==> config.mk <==
export PLATFORM = sky130hd
export DESIGN_NAME = eth_rx_frame_ctrl
export DESIGN_NICKNAME = d
export VERILOG_FILES = /design/src/rtl/eth_pkg.sv /design/src/rtl/eth_rx_addr_filter.sv /design/src/rtl/eth_rx_frame_ctrl.sv
export SDC_FILE = /design/constraint.sdc
export NUM_CORES = 1
export LEC_CHECK = 0
export BUFFER_PORTS_ARGS = -buffer_cell sky130_fd_sc_hd__buf_2
export CORE_MARGIN = 2
export CORE_UTILIZATION = 53
export DETAILED_ROUTE_END_ITERATION = 7
export PLACE_DENSITY = 0.85
export SLEW_MARGIN = 15
export SYNTH_ARGS = -nofsm -noshare
export SYNTH_HDL_FRONTEND = slang
export SYNTH_SLANG_ARGS = --single-unit
export TNS_END_PERCENT = 100
==> constraint.sdc <==
create_clock -name eth_rx_clk_in -period 3.3 [get_ports eth_rx_clk_in]
set_input_delay 0.66 -clock eth_rx_clk_in [delete_from_list [all_inputs] [get_ports eth_rx_clk_in]]
set_output_delay 0.66 -clock eth_rx_clk_in [all_outputs]
set_load 0.03 [all_outputs]
==> src/rtl/eth_pkg.sv <==
// Shared constants for the Ethernet receive path.
//   - fifo control tokens (9-bit words, bit8 = control)
//   - preamble / SFD / VLAN TPID byte values
//   - frame controller state encoding
//   - mac_byte(): selects DA byte i (0 = first on the wire) from a station MAC
package eth_pkg;

  localparam logic [8:0] TOK_SOF = 9'h100;
  localparam logic [8:0] TOK_EOF = 9'h101;
  localparam logic [8:0] TOK_ERR = 9'h1FF;

  localparam logic [7:0] PREAMBLE_BYTE = 8'hAA;
  localparam logic [7:0] SFD_BYTE      = 8'hAB;
  localparam logic [7:0] VLAN_TPID_HI  = 8'h81;
  localparam logic [7:0] VLAN_TPID_LO  = 8'h00;

  localparam logic [2:0] ST_IDLE     = 3'd0;
  localparam logic [2:0] ST_PREAMBLE = 3'd1;
  localparam logic [2:0] ST_ADDR     = 3'd2;
  localparam logic [2:0] ST_DATA     = 3'd3;
  localparam logic [2:0] ST_ABORT    = 3'd4;
  localparam logic [2:0] ST_DROP     = 3'd5;

  typedef enum logic [2:0] {
    IDLE     = ST_IDLE,
    PREAMBLE = ST_PREAMBLE,
    ADDR     = ST_ADDR,
    DATA     = ST_DATA,
    ABORT    = ST_ABORT,
    DROP     = ST_DROP
  } state_e;

  // MAC bits [47:40] are the first DA byte on the wire.
  function automatic logic [7:0] mac_byte(input logic [47:0] mac, input logic [2:0] idx);
    logic [7:0] b;
    case (idx)
      3'd0:    b = mac[47:40];
      3'd1:    b = mac[39:32];
      3'd2:    b = mac[31:24];
      3'd3:    b = mac[23:16];
      3'd4:    b = mac[15:8];
      3'd5:    b = mac[7:0];
      default: b = 8'h00;
    endcase
    return b;
  endfunction

endpackage

==> src/rtl/eth_rx_addr_filter.sv <==
// Destination-address filter. Tracks running unicast / broadcast match flags
// over DA bytes 0..5.
//   eth_rx_clk_in, rst : clock, async active-high reset
//   clear_in           : re-arm both flags (at SOF)
//   en_in              : a DA byte is being consumed this cycle
//   idx_in, d_in       : DA byte index and value
//   mac_addr_in        : station MAC
//   promisc_in         : accept any DA
//   accept_out         : match including the current byte (valid at idx 5)
module eth_rx_addr_filter
  import eth_pkg::*;
(
  input  logic        eth_rx_clk_in,
  input  logic        rst,
  input  logic        clear_in,
  input  logic        en_in,
  input  logic [2:0]  idx_in,
  input  logic [7:0]  d_in,
  input  logic [47:0] mac_addr_in,
  input  logic        promisc_in,
  output logic        accept_out
);

  logic ucast_q, bcast_q;
  logic ucast_hit, bcast_hit;

  // Hits fold in the byte on the input now, so accept is ready at byte 5.
  assign ucast_hit  = ucast_q & (d_in == mac_byte(mac_addr_in, idx_in));
  assign bcast_hit  = bcast_q & (d_in == 8'hFF);
  assign accept_out = ucast_hit | bcast_hit | promisc_in;

  always_ff @(posedge eth_rx_clk_in or posedge rst) begin
    if (rst) begin
      ucast_q <= 1'b1;
      bcast_q <= 1'b1;
    end else if (clear_in) begin
      ucast_q <= 1'b1;
      bcast_q <= 1'b1;
    end else if (en_in) begin
      ucast_q <= ucast_hit;
      bcast_q <= bcast_hit;
    end
  end

endmodule

==> src/rtl/eth_rx_frame_ctrl.sv <==
// Receive frame admission controller: strips preamble, filters DA, enforces
// length limits and writes data words / SOF / EOF / ERR tokens into the RX
// fifo. Keeps saturating good / dropped frame counters.
// Optional build macro: ETH_RX_VLAN_EN (tagged frames get MAX_FRAME_LEN+4).
//   eth_rx_clk_in, rst            : clock, async active-high reset
//   eth_rx_d_in/dv_in/err_in      : PHY receive byte, valid, error
//   mac_addr_in, promisc_in       : address filter config
//   fifo_wr_en_out, fifo_wr_d_out : fifo write strobe / 9-bit word
//   fifo_full_in                  : fifo full
//   frames_ok_out, frames_drop_out: statistics
//   busy_out                      : state != IDLE
module eth_rx_frame_ctrl
  import eth_pkg::*;
#(
  parameter int MIN_FRAME_LEN = 64,
  parameter int MAX_FRAME_LEN = 1518,
  parameter int CNT_W         = 16
) (
  input  logic             eth_rx_clk_in,
  input  logic             rst,
  input  logic [7:0]       eth_rx_d_in,
  input  logic             eth_rx_dv_in,
  input  logic             eth_rx_err_in,
  input  logic [47:0]      mac_addr_in,
  input  logic             promisc_in,
  output logic             fifo_wr_en_out,
  output logic [8:0]       fifo_wr_d_out,
  input  logic             fifo_full_in,
  output logic [CNT_W-1:0] frames_ok_out,
  output logic [CNT_W-1:0] frames_drop_out,
  output logic             busy_out
);

  localparam logic [10:0] MIN_LEN = 11'(MIN_FRAME_LEN);
  localparam logic [10:0] MAX_LEN = 11'(MAX_FRAME_LEN);

  state_e           state_q, state_d;
  logic [10:0]      cnt_q, cnt_d;
  logic             wr_en_q, wr_en_d;
  logic [8:0]       wr_d_q, wr_d_d;
  logic [CNT_W-1:0] ok_q, ok_d, drop_q, drop_d;
  logic             eof_pend_q, eof_pend_d;
  logic             filt_clr, filt_en, accept;
  logic [10:0]      lim;

`ifdef ETH_RX_VLAN_EN
  logic tpid_hi_q, tpid_hi_d, vlan_q, vlan_d;
  assign lim = vlan_q ? 11'(MAX_FRAME_LEN + 4) : MAX_LEN;
`else
  assign lim = MAX_LEN;
`endif

  eth_rx_addr_filter u_filt (
    .eth_rx_clk_in (eth_rx_clk_in),
    .rst           (rst),
    .clear_in      (filt_clr),
    .en_in         (filt_en),
    .idx_in        (cnt_q[2:0]),
    .d_in          (eth_rx_d_in),
    .mac_addr_in   (mac_addr_in),
    .promisc_in    (promisc_in),
    .accept_out    (accept)
  );

  always_comb begin
    state_d    = state_q;
    cnt_d      = cnt_q;
    wr_en_d    = 1'b0;
    wr_d_d     = wr_d_q;
    ok_d       = ok_q;
    drop_d     = drop_q;
    eof_pend_d = eof_pend_q;
    filt_clr   = 1'b0;
    filt_en    = 1'b0;
`ifdef ETH_RX_VLAN_EN
    tpid_hi_d  = tpid_hi_q;
    vlan_d     = vlan_q;
`endif
    case (state_q)
      IDLE: begin
        if (eth_rx_dv_in && !eth_rx_err_in && eth_rx_d_in == PREAMBLE_BYTE)
          state_d = PREAMBLE;
      end
      PREAMBLE: begin
        if (eth_rx_err_in || !eth_rx_dv_in) begin
          state_d = DROP;
        end else if (eth_rx_d_in == PREAMBLE_BYTE) begin
          state_d = PREAMBLE;
        end else if (eth_rx_d_in == SFD_BYTE) begin
          if (!fifo_full_in) begin
            wr_en_d  = 1'b1;
            wr_d_d   = TOK_SOF;
            cnt_d    = '0;
            filt_clr = 1'b1;
`ifdef ETH_RX_VLAN_EN
            tpid_hi_d = 1'b0;
            vlan_d    = 1'b0;
`endif
            state_d  = ADDR;
          end else begin
            // Refused at SFD: counted as dropped, nothing reaches the fifo.
            drop_d  = (&drop_q) ? drop_q : drop_q + 1'b1;
            state_d = DROP;
          end
        end else begin
          state_d = DROP;
        end
      end
      ADDR: begin
        if (!eth_rx_dv_in || eth_rx_err_in || fifo_full_in) begin
          state_d = ABORT;
        end else begin
          wr_en_d = 1'b1;
          wr_d_d  = {1'b0, eth_rx_d_in};
          cnt_d   = cnt_q + 11'd1;
          filt_en = 1'b1;
          if (cnt_q == 11'd5)
            state_d = accept ? DATA : ABORT;
        end
      end
      DATA: begin
        if (eof_pend_q) begin
          // Frame already ended; only the deferred EOF remains.
          if (!fifo_full_in) begin
            wr_en_d    = 1'b1;
            wr_d_d     = TOK_EOF;
            ok_d       = (&ok_q) ? ok_q : ok_q + 1'b1;
            eof_pend_d = 1'b0;
            state_d    = IDLE;
          end
        end else if (eth_rx_err_in) begin
          state_d = ABORT;
        end else if (eth_rx_dv_in) begin
          if (fifo_full_in || cnt_q >= lim) begin
            state_d = ABORT;
          end else begin
            wr_en_d = 1'b1;
            wr_d_d  = {1'b0, eth_rx_d_in};
            cnt_d   = cnt_q + 11'd1;
`ifdef ETH_RX_VLAN_EN
            if (cnt_q == 11'd12 && eth_rx_d_in == VLAN_TPID_HI)
              tpid_hi_d = 1'b1;
            if (cnt_q == 11'd13 && tpid_hi_q && eth_rx_d_in == VLAN_TPID_LO)
              vlan_d = 1'b1;
`endif
          end
        end else if (cnt_q < MIN_LEN) begin
          state_d = ABORT;
        end else if (fifo_full_in) begin
          eof_pend_d = 1'b1;
        end else begin
          wr_en_d = 1'b1;
          wr_d_d  = TOK_EOF;
          ok_d    = (&ok_q) ? ok_q : ok_q + 1'b1;
          state_d = IDLE;
        end
      end
      ABORT: begin
        if (!fifo_full_in) begin
          wr_en_d = 1'b1;
          wr_d_d  = TOK_ERR;
          drop_d  = (&drop_q) ? drop_q : drop_q + 1'b1;
          state_d = DROP;
        end
      end
      DROP: begin
        if (!eth_rx_dv_in && !eth_rx_err_in)
          state_d = IDLE;
      end
      default: state_d = IDLE;
    endcase
  end

  always_ff @(posedge eth_rx_clk_in or posedge rst) begin
    if (rst) begin
      state_q    <= IDLE;
      cnt_q      <= '0;
      wr_en_q    <= 1'b0;
      wr_d_q     <= '0;
      ok_q       <= '0;
      drop_q     <= '0;
      eof_pend_q <= 1'b0;
`ifdef ETH_RX_VLAN_EN
      tpid_hi_q  <= 1'b0;
      vlan_q     <= 1'b0;
`endif
    end else begin
      state_q    <= state_d;
      cnt_q      <= cnt_d;
      wr_en_q    <= wr_en_d;
      wr_d_q     <= wr_d_d;
      ok_q       <= ok_d;
      drop_q     <= drop_d;
      eof_pend_q <= eof_pend_d;
`ifdef ETH_RX_VLAN_EN
      tpid_hi_q  <= tpid_hi_d;
      vlan_q     <= vlan_d;
`endif
    end
  end

  assign fifo_wr_en_out  = wr_en_q;
  assign fifo_wr_d_out   = wr_d_q;
  assign frames_ok_out   = ok_q;
  assign frames_drop_out = drop_q;
  assign busy_out        = (state_q != IDLE);

endmodule

**Yosys cells after proc, flatten, opt, wreduce, memory -nomap -nowiden**

Cells that the tools add are included.

- Register bits after elaboration: 59
- Input bits: 62
- Output and inout bits: 43
- Logic and storage cells: 152

- $add $sub $neg: 3
- Order comparisons: 2
- Eq/ne operators: 36
- Mux-type cells: 76
- Bitwise logic cells: 4
- Reductions and logical operators: 22

Operators by type and width:

| operator | count |
|---|---|
| 16-bit 2-to-1 mux | 12 |
| 9-bit 2-to-1 mux | 12 |
| 11-bit 2-to-1 mux | 9 |
| 3-bit 2-to-1 mux | 16 |
| 8-bit one-hot mux with 6 select lines | 1 |
| 9-bit one-hot mux with 4 select lines | 1 |
| 11-bit one-hot mux with 3 select lines | 1 |
| 16-bit by 1-bit adder with 16-bit output (second input constant) | 2 |
| 16-bit one-hot mux with 2 select lines | 1 |
| 16-bit AND reduction | 2 |
| 2-bit inequality test (second input constant) | 14 |
| 8-bit equality test (second input constant) | 3 |
| 1-bit 2-to-1 mux | 21 |
| 10-bit AND reduction | 2 |
| 3-bit one-hot mux with 6 select lines | 1 |
| 3-bit by 2-bit equality test with 1-bit output (second input constant) | 4 |
| 3-bit equality test (second input constant) | 4 |
| 11-bit by 1-bit adder with 11-bit output (second input constant) | 1 |
| 11-bit by 3-bit equality test with 1-bit output (second input constant) | 1 |
| 11-bit >= comparator (second input constant) | 1 |
| 11-bit by 7-bit less-than comparator with 1-bit output (second input constant) | 1 |
| 8-bit equality test | 1 |
| 4-bit inequality test (second input constant) | 2 |
| 3-bit by 1-bit equality test with 1-bit output (second input constant) | 2 |
| 16 further kinds | 28 |

**Longest topological paths before layout**

- Depth in word-level cells: 10
- Mapped depth: 11
- Mapped depth without buffers: 10

**Hierarchy**

Synthesis repeated with hierarchy kept, for this count alone.

- Cells, all modules: 416
- Area total of the unflattened synthesis: 3972.6 um^2

By module, submodules not included:

| module | instances | cells an instance | area an instance (um^2) | sequential area each (um^2) |
|---|---|---|---|---|
| eth_rx_frame_ctrl | 1 | 333 | 3260.6 | 1426.4 |
| eth_rx_addr_filter | 1 | 83 | 711.9 | 52.6 |

**Least setup slack after synthesis**

OpenSTA, ideal clock, no wires.

- Path kind: input to register
- Start: in fifo_full_in
- End: reg cnt_q[7]
- Setup time: 0.125 ns
- Arrival: 2.400 ns
- Data required time: 3.175 ns
- Slack: 0.775 ns
- Stages: 8
- Buffers on the path: 1
- Cells stage by stage: or3b_4 nor4_4 nand2_1 a21o_1 buf_6 nor3_4 nand3_2 mux2_4

- Longest elaborated chain between the ends: 3
- Elaborated cells between the ends (all ways): 6
- Those cells by class: 3 x eq/ne; 3 x reduce/logical

Ends and longest elaborated chain:

| element | line | text |
|---|---|---|
| from (decl) | eth_rx_frame_ctrl.sv:28 | `input logic fifo_full_in,` |
| 1-bit logical OR (on tied branches) | eth_rx_frame_ctrl.sv:134, eth_rx_frame_ctrl.sv:110 |  |
| 2-bit inequality test (no line) | n/a |  |
| 10-bit AND reduction (no line) (*) | n/a |  |
| to (signal assigned) | eth_rx_frame_ctrl.sv:189 | `cnt_q <= cnt_d;` |
| to (decl) | eth_rx_frame_ctrl.sv:38 | `logic [10:0] cnt_q, cnt_d;` |

Mark *: on every way between the ends. The rest lies on a longest branch, timed or not.
A chain may end at the register's enable or synchronous reset.

**Worst setup path in the final report**

- Start: reg cnt_q[2]
- End: reg state_q[0]

- Longest elaborated chain between the ends: 10
- Elaborated cells between the ends (all ways): 26
- Those cells by class: 2 x order compare; 9 x eq/ne; 9 x mux; 3 x bitwise; 3 x reduce/logical

Ends and longest elaborated chain:

| element | line | text |
|---|---|---|
| 3-bit equality test (tied with other cells) | eth_pkg.sv:36 | `case (idx)` |
| 8-bit one-hot mux with 6 select lines | eth_pkg.sv:36 |  |
| 8-bit equality test | eth_rx_addr_filter.sv:28 | `assign ucast_hit = ucast_q & (d_in == mac_byte(mac_addr_in, idx_in));` |
| 1-bit bitwise AND | eth_rx_addr_filter.sv:28 |  |
| 1-bit OR (2 in series) | eth_rx_addr_filter.sv:30 | `assign accept_out = ucast_hit \| bcast_hit \| promisc_in;` |
| 3-bit 2-to-1 mux | eth_rx_frame_ctrl.sv:118 | `state_d = accept ? DATA : ABORT;` |
| 3-bit 2-to-1 mux | eth_rx_frame_ctrl.sv:117 | `if (cnt_q == 11'd5)` |
| 3-bit 2-to-1 mux | eth_rx_frame_ctrl.sv:110 | `if (!eth_rx_dv_in \|\| eth_rx_err_in \|\| fifo_full_in) begin` |
| 3-bit one-hot mux with 6 select lines | eth_rx_frame_ctrl.sv:79 | `case (state_q)` |
| to (signal assigned) | eth_rx_frame_ctrl.sv:188 | `state_q <= state_d;` |
| to (decl) | eth_rx_frame_ctrl.sv:37 | `state_e state_q, state_d;` |

Several ways; a longest one is shown, not always the timed one. The select of a mux whose other input is x is not followed.

==> metrics.log <==
INFO  metric fin_crit_sh = 81.2%
INFO  metric synth_nets = 457
INFO  metric share_seq_of_total_power = 35.8%
INFO  metric detailed_place_hpwl = 7150 µm
INFO  metric routed_wire_length_per_instance = 16.5 µm
INFO  metric vias_in_the_first_global_route = 3228
INFO  metric synth_enable_flop_cells = 0
INFO  metric setup_repair_after_global_routing_missed_its_margin = false
INFO  metric grt_antenna_before_repair = 0
INFO  metric place_congestion = 0.905
INFO  metric transition_at_the_pin_with_the_smallest_max_transition_slack = 0.742 ns
INFO  metric post_cts.resized_instances = 0
INFO  metric buffer_ports.inserted = 104
INFO  metric largest_fanout_of_any_net_on_the_critical_path = 10
INFO  metric power.leakage = 2.15 nW
INFO  metric floorplan.die_area = 7590 µm²
INFO  metric clock_power_share = 26.7%
INFO  metric synthesis.instances = 388
INFO  metric antennaDiodeCount = 0
INFO  metric synth.yosys.warnings = 0
INFO  metric count_of_nets_after_finishing = 563
INFO  metric power.share.combinational = 37.4%
INFO  metric die_width = 87.1 µm
INFO  metric post_synth_num_cell_types = 68
INFO  metric detail_route.drc_violations = 0
INFO  metric first_pass_grt_wire_length = 14800 µm
INFO  metric outcome = complete, no violations
INFO  metric synth_cell_area = 3660 µm²
INFO  metric route.detailed.vias_per_inst = 5.97
INFO  metric drive_gt1_share = 30.5%
INFO  metric clock_slew_at_reported_path_ffs = 0.06 ns
INFO  metric cts_buffers = 9
INFO  metric critical_path_required = 3.54 ns
INFO  metric grt_start_max_net_pins = 60
INFO  metric design.portCount = 105
INFO  metric power_per_cell_area = 592 nW/µm²
INFO  metric num_vias = 3458
INFO  metric ys_seq_area_share = 40.4%
INFO  metric cts_tree = done
INFO  metric setup_viol = 0
INFO  metric criticalPathCategory = reg2reg
INFO  metric ctsHtreeMaxLevel = 3
INFO  metric design.core.area = 6760 µm²
INFO  metric max_cap_viol_count = 0
INFO  metric asyncSetResetFlopFracSynth = 100%
INFO  metric slew_violations = 0
INFO  metric multi_input_comb_area = 2050 µm²
INFO  metric critPathCaptureType = register
INFO  metric max_freq = 0.373 GHz
INFO  metric slew_margin_rel = 50.5%
INFO  metric grt_overflow = 0
INFO  metric synth.ff_latch_count = 59
INFO  metric max-vdd-ir-drop = 0.497 mV
INFO  metric drt.antenna.violating_nets = 0
INFO  metric p_int = 0.00160 W
INFO  metric swShare = 39.3%
INFO  metric drt_wl_total = 9540 µm
INFO  metric dominantRegCellSynth = sky130_fd_sc_hd__dfrtp_1
INFO  metric hold_viol = 0
INFO  metric start_kind = register
INFO  metric drt_pass_1_iters = 5
INFO  metric critPathArrivalTime = 2.92 ns
INFO  metric timing.clock.skew = 0.0156 ns
INFO  metric die_h = 87.1 µm
INFO  metric seqCellArea = 1480 µm²
INFO  metric initial_utilization = 54.2%
INFO  metric post_layout_min_period = 2.68 ns
INFO  metric fin_setup_tns = 0 ns
INFO  metric p_sw = 0.00104 W
INFO  metric first_iter_violations = 232
INFO  metric post_synth.cell_area_avg = 9.44 µm²
INFO  metric cts.repair_timing.setup_buffer_count = 0
INFO  metric clock-sinks = 59
INFO  metric syn2layout_area_growth = 21.9%
INFO  metric synthDominantCellAreaShare = 39.0%
INFO  metric synth_area_leaders = sky130_fd_sc_hd__dfrtp_1 39%, sky130_fd_sc_hd__xnor2_1 5.0%, sky130_fd_sc_hd__nor2_1 3.8%
INFO  metric ctsRootBufferMaster = sky130_fd_sc_hd__clkbuf_8
INFO  metric n_fill_cell = 546
INFO  metric yosys.area.top_type = sky130_fd_sc_hd__dfrtp_1
INFO  metric cts-root-to-sink-buffers = 2
INFO  metric worstSkewPairLatency = 0.35 ns
INFO  metric cts-hold-fix-buffers = 0
INFO  metric worstHoldPathType = reg2reg
INFO  metric placed_area = 4250 µm²
INFO  metric num_rows = 30
INFO  metric global_route.usage.total = 25.1%
INFO  metric design_area = 4460 µm²
-- synthesized netlist by cell type (4+ instances only) --
cell type / count
sky130_fd_sc_hd__xnor2_1: 21
sky130_fd_sc_hd__and2_1: 5
sky130_fd_sc_hd__nor3_1: 14
sky130_fd_sc_hd__ha_1: 7
sky130_fd_sc_hd__a21oi_1: 14
sky130_fd_sc_hd__buf_2: 6
sky130_fd_sc_hd__nand2_1: 30
sky130_fd_sc_hd__inv_1: 17
sky130_fd_sc_hd__o21ai_0: 12
sky130_fd_sc_hd__o21a_1: 4
sky130_fd_sc_hd__o2bb2ai_1: 7
sky130_fd_sc_hd__dfrtp_1: 57
sky130_fd_sc_hd__nand3_1: 20
sky130_fd_sc_hd__nor2b_1: 4
sky130_fd_sc_hd__mux2_2: 10
sky130_fd_sc_hd__clkbuf_1: 7
sky130_fd_sc_hd__mux2i_1: 5
sky130_fd_sc_hd__xor2_1: 15
sky130_fd_sc_hd__and4_1: 4
sky130_fd_sc_hd__nand4_1: 8
sky130_fd_sc_hd__and3_1: 6
sky130_fd_sc_hd__a22oi_1: 4
sky130_fd_sc_hd__nor2_1: 37
sky130_fd_sc_hd__a222oi_1: 6
sky130_fd_sc_hd__nor4_2: 4
-- worst paths after layout --
| kind | depth (start not counted) | endpoint | from | slack (ns) |
|---|---|---|---|---|
| setup / recovery | 9 | state_q[0] | cnt_q[2] | 0.62 |
| hold / removal | 1 | frames_ok_out[10] | frames_ok_out[10] | 0.49 |
| setup reg to reg | 9 | state_q[0] | cnt_q[2] | 0.62 |
| hold reg to reg | 1 | frames_ok_out[10] | frames_ok_out[10] | 0.49 |
| max in group asynchronous | 3 | cnt_q[2] | rst | 2.28 |
| min in group asynchronous | 3 | frames_drop_out[2] | rst | 0.53 |
-- worst max-delay path, cell delays in order, from the launching register on --
cell	delay [ns]
sky130_fd_sc_hd__dfrtp_1	0.57
sky130_fd_sc_hd__inv_1	0.10
sky130_fd_sc_hd__ha_1	0.30
sky130_fd_sc_hd__and2_1	0.18
sky130_fd_sc_hd__a221o_1	0.27
sky130_fd_sc_hd__or3_1	0.39
sky130_fd_sc_hd__and2_0	0.17
sky130_fd_sc_hd__nor4_1	0.17
sky130_fd_sc_hd__a21oi_1	0.16
sky130_fd_sc_hd__o32ai_1	0.28
-- per-stage QoR --
stage	worst slack (ns)	hold WS [ns]	total power, W	utilization (%)	std cells
after floorplan	0.775	0.483	0.00166	-	388
after global placement	0.422	0.467	0.00190	62.9	563
after detailed placement	0.361	0.477	0.00193	62.9	563
after CTS	0.601	0.488	0.00265	66.1	579
after global routing	0.304	0.517	0.00279	66.1	579
final	0.619	0.487	0.00264	66.1	579
-- power by group through the flow --
| stage | sequential [W] | combinational (W) | clock, W |
|---|---|---|---|
| after floorplan | 0.00102 | 0.000643 | 0 |
| after global placement | 0.000945 | 0.000960 | 0 |
| after detailed placement | 0.000952 | 0.000981 | 0 |
| after CTS | 0.000942 | 0.000985 | 0.000719 |
| after global routing | 0.000958 | 0.00109 | 0.000748 |
| final | 0.000947 | 0.000989 | 0.000706 |
-- routing by layer --
| metal | GRT usage (%) | wire length (µm) | share of wire [%] |
|---|---|---|---|
| met1 | 30.8 | 4060 | 43 |
| met3 | 6.35 | 743 | 7.8 |
| met5 | 0 | 0 | 0 |
| met4 | 10.1 | 185 | 1.9 |
| met2 | 42.2 | 4560 | 48 |
-- final cells by class --
cell class | count | share of cell area [%]
multi-input cells | 298 | 45.9
well taps | 80 | 2.24
clock inverters | 3 | 0.981
flip-flops and latches | 59 | 33.1
clock buffers | 13 | 3.78
repair buffers | 109 | 12.5
inverters | 17 | 1.43
-- sequential cells by signal, summed over array words and instances, names as in the netlist --
| signal | count |
|---|---|
| frames_ok_out | 16 |
| fifo_wr_en_out | 1 |
| u_filt.ucast_q | 1 |
| cnt_q | 11 |
| frames_drop_out | 16 |
| state_q | 3 |
| fifo_wr_d_out | 9 |
| eof_pend_q | 1 |
| u_filt.bcast_q | 1 |
-- cells in the final DEF, fill, tap and decap left out, drive strengths merged, types with 6 or more instances in the layout --
cell,instances
and3,6
nand2,30
nor3,16
o2bb2ai,7
a222oi,6
dfrtp,57
xnor2,21
ha,7
nand3,21
buf,109
xor2,15
nand4,8
clkbuf,13
inv,18
a21oi,14
nor4,8
and2,6
o21ai,13
nor2,39
mux2,11
-- cell families (layout without fill, tap and decap cells) --
logic type                 after synthesis  in the layout  share of synthesized area, %
adders and majority gates                7              7                          2.39
AOI/OAI and AO/OA                       82             82                          16.7
muxes                                   16             16                          4.85
buffers and inverters                   31            142                          3.59
xor gates and xnor gates                36             36                          8.61
and+or+nand+nor                        157            157                          23.4
DFF                                     59             59                          40.4
No activity file was read; power rests on OpenSTA's default activity.
